## src/rtl/alu_pkg.sv

```systemverilog
// Shared ALU definitions: widths, opcode map, issuer FSM states and the
// reference evaluation used by the registered ALU.
package alu_pkg;
  localparam int DATA_W = 64;
  localparam int OP_W   = 4;
  localparam int TAG_W  = 4;

  // Only ADD is defined; 4'h1..4'hF are reserved and produce zero.
  typedef enum logic [OP_W-1:0] {
    OP_ADD = 4'h0
  } alu_op_e;

  typedef enum logic [1:0] {
    IDLE = 2'd0,
    WAIT = 2'd1,
    RESP = 2'd2
  } issuer_state_e;

  function automatic logic [DATA_W-1:0] alu_eval(input logic [DATA_W-1:0] a,
                                                 input logic [DATA_W-1:0] b,
                                                 input logic [OP_W-1:0]   op);
    return (op == OP_ADD) ? a + b : '0;
  endfunction
endpackage

```

## src/rtl/alu64_cmd_issuer_if.sv

```systemverilog
// Command and response valid/ready channels between the datapath controller
// (master) and the ALU command issuer (slave).
interface alu64_cmd_issuer_if #(
  parameter int DATA_W = 64,
  parameter int OP_W   = 4,
  parameter int TAG_W  = 4
) ();
  logic              cmd_valid;
  logic              cmd_ready;
  logic [DATA_W-1:0] cmd_a;
  logic [DATA_W-1:0] cmd_b;
  logic [OP_W-1:0]   cmd_op;
  logic [TAG_W-1:0]  cmd_tag;
  logic              rsp_valid;
  logic              rsp_ready;
  logic [DATA_W-1:0] rsp_result;
  logic [TAG_W-1:0]  rsp_tag;
  logic [OP_W-1:0]   rsp_op;

  modport master (
    output cmd_valid, cmd_a, cmd_b, cmd_op, cmd_tag, rsp_ready,
    input  cmd_ready, rsp_valid, rsp_result, rsp_tag, rsp_op
  );

  modport slave (
    input  cmd_valid, cmd_a, cmd_b, cmd_op, cmd_tag, rsp_ready,
    output cmd_ready, rsp_valid, rsp_result, rsp_tag, rsp_op
  );
endinterface

```

## src/rtl/alu64_cmd_issuer.sv

```systemverilog
// Single-outstanding command sequencer in front of the registered ALU: holds
// operands for the ALU latency, captures the result and returns it with its tag.
module alu64_cmd_issuer
  import alu_pkg::*;
#(
  parameter int DATA_W  = alu_pkg::DATA_W,
  parameter int OP_W    = alu_pkg::OP_W,
  parameter int TAG_W   = alu_pkg::TAG_W,
  parameter int ALU_LAT = 1,
  parameter int CNT_W   = 16
) (
  input  logic                 clk,
  input  logic                 rst_n,
  alu64_cmd_issuer_if.slave    io,
  output logic [DATA_W-1:0]    alu_a,
  output logic [DATA_W-1:0]    alu_b,
  output logic [OP_W-1:0]      alu_op,
  input  logic [DATA_W-1:0]    alu_result,
  output logic                 busy,
  output logic [CNT_W-1:0]     done_count
);
  localparam int LW = $clog2(ALU_LAT + 1);

  issuer_state_e    state;
  logic [LW-1:0]    wait_cnt;
  logic [TAG_W-1:0] tag_q;

  // Both decoded from state only, so no input reaches them combinationally.
  assign io.cmd_ready = (state == IDLE);
  assign busy         = (state != IDLE);

  always_ff @(posedge clk or negedge rst_n) begin
    if (!rst_n) begin
      state         <= IDLE;
      wait_cnt      <= '0;
      tag_q         <= '0;
      alu_a         <= '0;
      alu_b         <= '0;
      alu_op        <= '0;
      io.rsp_valid  <= 1'b0;
      io.rsp_result <= '0;
      io.rsp_tag    <= '0;
      io.rsp_op     <= '0;
      done_count    <= '0;
    end else begin
      case (state)
        IDLE: if (io.cmd_valid) begin
          alu_a    <= io.cmd_a;
          alu_b    <= io.cmd_b;
          alu_op   <= io.cmd_op;
          tag_q    <= io.cmd_tag;
          wait_cnt <= LW'(ALU_LAT);
          state    <= WAIT;
        end
        // One extra edge past ALU_LAT: the ALU samples alu_* on the edge after issue.
        WAIT: if (wait_cnt == '0) begin
          io.rsp_result <= alu_result;
          io.rsp_tag    <= tag_q;
          io.rsp_op     <= alu_op;
          io.rsp_valid  <= 1'b1;
          state         <= RESP;
        end else begin
          wait_cnt <= wait_cnt - 1'b1;
        end
        RESP: if (io.rsp_ready) begin
          io.rsp_valid <= 1'b0;
          done_count   <= done_count + 1'b1;
          state        <= IDLE;
        end
        default: state <= IDLE;
      endcase
    end
  end
endmodule

```

## src/flat_wrapper.sv

```systemverilog
// flat-port wrapper written by rule: the top's interface ports become plain ports
module alu64_cmd_issuer_flat import alu_pkg::*;
#(
  parameter int DATA_W  = alu_pkg::DATA_W,
  parameter int OP_W    = alu_pkg::OP_W,
  parameter int TAG_W   = alu_pkg::TAG_W,
  parameter int ALU_LAT = 1,
  parameter int CNT_W   = 16
)
  (clk, rst_n, alu_a, alu_b, alu_op, alu_result, busy, done_count, io_cmd_valid, io_cmd_a, io_cmd_b, io_cmd_op, io_cmd_tag, io_rsp_ready, io_cmd_ready, io_rsp_valid, io_rsp_result, io_rsp_tag, io_rsp_op);
  alu64_cmd_issuer_if #(.DATA_W(DATA_W), .OP_W(OP_W), .TAG_W(TAG_W)) io_i ();
  input  logic clk;
  input  logic rst_n;
  output logic [DATA_W-1:0] alu_a;
  output logic [DATA_W-1:0] alu_b;
  output logic [OP_W-1:0] alu_op;
  input  logic [DATA_W-1:0] alu_result;
  output logic busy;
  output logic [CNT_W-1:0] done_count;
  input wire logic [$bits(io_i.cmd_valid)-1:0] io_cmd_valid;
  input wire logic [$bits(io_i.cmd_a)-1:0] io_cmd_a;
  input wire logic [$bits(io_i.cmd_b)-1:0] io_cmd_b;
  input wire logic [$bits(io_i.cmd_op)-1:0] io_cmd_op;
  input wire logic [$bits(io_i.cmd_tag)-1:0] io_cmd_tag;
  input wire logic [$bits(io_i.rsp_ready)-1:0] io_rsp_ready;
  output wire logic [$bits(io_i.cmd_ready)-1:0] io_cmd_ready;
  output wire logic [$bits(io_i.rsp_valid)-1:0] io_rsp_valid;
  output wire logic [$bits(io_i.rsp_result)-1:0] io_rsp_result;
  output wire logic [$bits(io_i.rsp_tag)-1:0] io_rsp_tag;
  output wire logic [$bits(io_i.rsp_op)-1:0] io_rsp_op;
  assign io_i.cmd_valid = io_cmd_valid;
  assign io_i.cmd_a = io_cmd_a;
  assign io_i.cmd_b = io_cmd_b;
  assign io_i.cmd_op = io_cmd_op;
  assign io_i.cmd_tag = io_cmd_tag;
  assign io_i.rsp_ready = io_rsp_ready;
  assign io_cmd_ready = io_i.cmd_ready;
  assign io_rsp_valid = io_i.rsp_valid;
  assign io_rsp_result = io_i.rsp_result;
  assign io_rsp_tag = io_i.rsp_tag;
  assign io_rsp_op = io_i.rsp_op;
  alu64_cmd_issuer #(.DATA_W(DATA_W), .OP_W(OP_W), .TAG_W(TAG_W), .ALU_LAT(ALU_LAT), .CNT_W(CNT_W)) u_core (.clk(clk), .rst_n(rst_n), .io(io_i), .alu_a(alu_a), .alu_b(alu_b), .alu_op(alu_op), .alu_result(alu_result), .busy(busy), .done_count(done_count));
endmodule
```

## config.mk

```make
export PLATFORM = sky130hd
export DESIGN_NAME = alu64_cmd_issuer_flat
export DESIGN_NICKNAME = d
export VERILOG_FILES = /design/src/rtl/alu_pkg.sv /design/src/rtl/alu64_cmd_issuer_if.sv /design/src/rtl/alu64_cmd_issuer.sv /design/src/flat_wrapper.sv
export SDC_FILE = /design/constraint.sdc
export NUM_CORES = 1
export LEC_CHECK = 0
export ABC_AREA = 1
export BUFFER_PORTS_ARGS = -buffer_cell sky130_fd_sc_hd__buf_2
export CAP_MARGIN = 30
export CELL_PAD_IN_SITES_DETAIL_PLACEMENT = 0
export CELL_PAD_IN_SITES_GLOBAL_PLACEMENT = 1
export CORE_MARGIN = 2
export CORE_UTILIZATION = 33
export DETAILED_ROUTE_END_ITERATION = 12
export PLACE_DENSITY_LB_ADDON = 0.1
export SLEW_MARGIN = 20
export SYNTH_ARGS = -nofsm -noshare
export SYNTH_HDL_FRONTEND = slang
export SYNTH_SLANG_ARGS = --single-unit
```

## constraint.sdc

```tcl
create_clock -name clk -period 1.4 [get_ports clk]
set_input_delay 0.07 -clock clk [delete_from_list [all_inputs] [get_ports clk]]
set_output_delay 0.07 -clock clk [all_outputs]
set_load 0.1 [all_outputs]
```

==> results.sh <==
export IMPL_yosys_warnings=0
export IMPL_grt_ovfl_total=0
export IMPL_yosysSeqAreaShare=0.637
export IMPL_syn_cell_area_mm2=0.00896
export IMPL_fin_area_mm2=0.0155
export IMPL_cts_tree="done"
export IMPL_dp_cells=1329
export IMPL_synth_cell_types=20
export IMPL_wirelength_um=27300
export IMPL_start_kind="flip-flop"
export IMPL_detail_route_antenna_nets=0
export IMPL_placement_io_buffers=426
export IMPL_synth_avg_cell_area_um2=16.1
export IMPL_hold_viol_final=0
export IMPL_finalCritPeriodShare=1.06
export IMPL_cts_sinks=228
export IMPL_final_max_slew_violation_count=0
export IMPL_drc_errors=0
export IMPL_clk_pin_slew_worst_paths_ns=0.06
export IMPL_period_minus_slack_ns=1.49
export IMPL_fp_coreArea_mm2=0.0268
export IMPL_max_slew_margin=0.671
export IMPL_antenna_found_initial=2
export IMPL_placed_cell_area_mm2=0.0119
export IMPL_endpoint_kind="flip-flop"
export IMPL_critical_path_class="reg -> reg"
export IMPL_via_per_inst=4.36
export IMPL_synth_cells=556
export IMPL_fmax_ghz=0.671
export IMPL_stdcell_count=1594
export IMPL_h_tree_depth=1
export IMPL_worst_skew_pair_late_latency_ns=0.53
export IMPL_outcome="complete, but fails checks"
export IMPL_finalSetupViolCount=138
export IMPL_violations="negative setup slack"
export IMPL_numCtsBuffers=26
export IMPL_dieArea_mm2=0.0285
export IMPL_async_flop_share=1.00
export IMPL_cts_path_max_buffers=3
export IMPL_grt_usage=0.185
export IMPL_drv_cap=0
export IMPL_syn_nets=761
export IMPL_synth_edf_count=0
export IMPL_synth_seq_cells=228
export IMPL_first_iter_violations=203
export IMPL_cp_required_ns=1.81
export IMPL_rows=60
export IMPL_synth_top_flop_cell="dfrtp_1"
export IMPL_clockRootBuffer="clkbuf_16"
export IMPL_wl_per_cell_um=17.1
export IMPL_grt_pass1_wl_um=41700
export IMPL_fin_util=0.579
export IMPL_dr_pass1_iters=4
export IMPL_dieHeight_um=169
export IMPL_initial_core_util=0.334
export IMPL_die_x_um=169
export IMPL_io_pins=427
export IMPL_fin_skew_ns=0.0131
export IMPL_tightest_slew_ns=0.497
export IMPL_hp_class="in -> reg"
export IMPL_vias=6945
export IMPL_cp_max_fo=18
export IMPL_setup_ws_ns=-0.0905
export IMPL_layout_drive_gt1_share=0.592
export IMPL_grt_pass1_vias=7473
export IMPL_rsz0062_at_grt="yes"
export IMPL_arrival_ns=1.90
export IMPL_gp_congestion=0.779
export IMPL_fin_nets=1436
export IMPL_grt_start_max_net_pins=40
export IMPL_areaGrowthSynthToFinish_pct=73.1
export IMPL_dpl_hpwl_um=18900
-- metal layers --
layer | vias up | wire, um | GRT usage
met5 | - | 0 | 0
met4 | 0 | 1020 | 0.0671
met3 | 56 | 1820 | 0.0479
met2 | 261 | 13800 | 0.324
met1 | 3369 | 10700 | 0.220
li1 | 3259 | - | -
-- cell usage after synthesis, types with 2 or more instances --
cell type	instances	area, um^2
dfrtp_1	228	5710
mux2_2	120	1350
mux2_4	80	1200
nand2_1	37	139
nor2_1	17	63.8
buf_2	13	65.1
inv_1	13	48.8
buf_6	10	113
o21ai_0	7	35.0
xnor2_1	7	61.3
nand3_1	5	25.0
xor2_1	5	43.8
a21oi_1	4	20.0
nand2_2	2	12.5
nand4_1	2	12.5
nor2_4	2	22.5
-- cells in the final DEF, fill, tap and decap left out, drive strengths merged, types with 2 or more instances in the layout --
cell / netlist / layout
nand2: 39 / 39
xor2: 5 / 5
clkbuf: 0 / 114
nand3: 6 / 6
nor2: 20 / 20
xnor2: 7 / 7
clkinv: 0 / 8
nand4: 2 / 2
diode: 0 / 2
inv: 13 / 13
o21ai: 7 / 7
buf: 23 / 391
dlygate4sd3: 0 / 202
dfrtp: 228 / 228
a21oi: 4 / 4
mux2: 200 / 200
-- layout make-up --
type	instances	area, um^2
Clock inverter	10	88.8
Fill cell	2224	11300
Tap cell	341	427
Timing Repair Buffer	670	5320
Inverter	13	51.3
Antenna cell	2	5.00
Clock buffer	38	756
Sequential cell	228	5750
Multi-Input combinational cell	292	3120
-- flip-flops by register name, indices dropped and copies added (netlist names) --
signal and count:
u_core.io.rsp_valid 1, u_core.state 2, u_core.tag_q 4, u_core.alu_a 64, u_core.done_count 16, u_core.io.rsp_tag 4, u_core.io.rsp_op 4, u_core.alu_b 64
u_core.wait_cnt 1, u_core.alu_op 4, u_core.io.rsp_result 64
-- what timing repair did --
action | in CTS | in global routing
pin swaps | 3 | 4
gates resized for setup | 149 | 80
endpoints found under the hold margin | 431 | 0
buffers inserted | 7 | 4
hold buffers | 202 | 0
setup endpoints to repair | 269 | 274
gates cloned | 2 | 2
-- path summary, 6_finish.rpt --
kind / from / to / slack (ns) / depth (start not counted)
min in group asynchronous: rst_n / u_core.alu_a[47] / 0.04 / 2
min reg2reg: u_core.wait_cnt / u_core.state[0] / 0.48 / 2
min: io_cmd_valid / u_core.wait_cnt / 0.01 / 4
max reg2reg: u_core.state[0] / u_core.alu_b[16] / -0.09 / 6
max: u_core.state[0] / u_core.alu_b[16] / -0.09 / 6
max in group asynchronous: rst_n / u_core.alu_b[23] / 0.77 / 3
-- cells by family (layout without fill, tap and decap cells) --
kind of cell / after synthesis / count (layout) / share of synthesized area
compound gates: 12 / 12 / 0.00698
xor+xnor: 12 / 12 / 0.0117
fa+ha+maj: 1 / 1 / 0.00140
buf+inv: 36 / 731 / 0.0253
flops: 228 / 228 / 0.637
mux: 200 / 200 / 0.285
other cells: 0 / 2 / 0
simple gates: 67 / 67 / 0.0334
-- critical path, stage by stage (launching register included) --
cell	delay [ns]
dfrtp_1	0.41
nor2_4	0.14
buf_6	0.12
nand2_8	0.07
buf_12	0.15
buf_12	0.16
mux2_4	0.31
-- metrics by stage --
step,setup TNS [ns],hold WS [ns],setup slack [ns]
after floorplan,-56.90,-0.226,-0.478
final,-5.93,0.00970,-0.0905
after detailed placement,-1.91,-0.00213,-0.0509
after global placement,-0.799,0.000121,-0.0323
after global routing,-15.12,0.0196,-0.136
after CTS,-11.06,-0.0512,-0.109
Power is not shown: default switching activity piles up to over one toggle a cycle in this logic, so the estimate is an artifact.
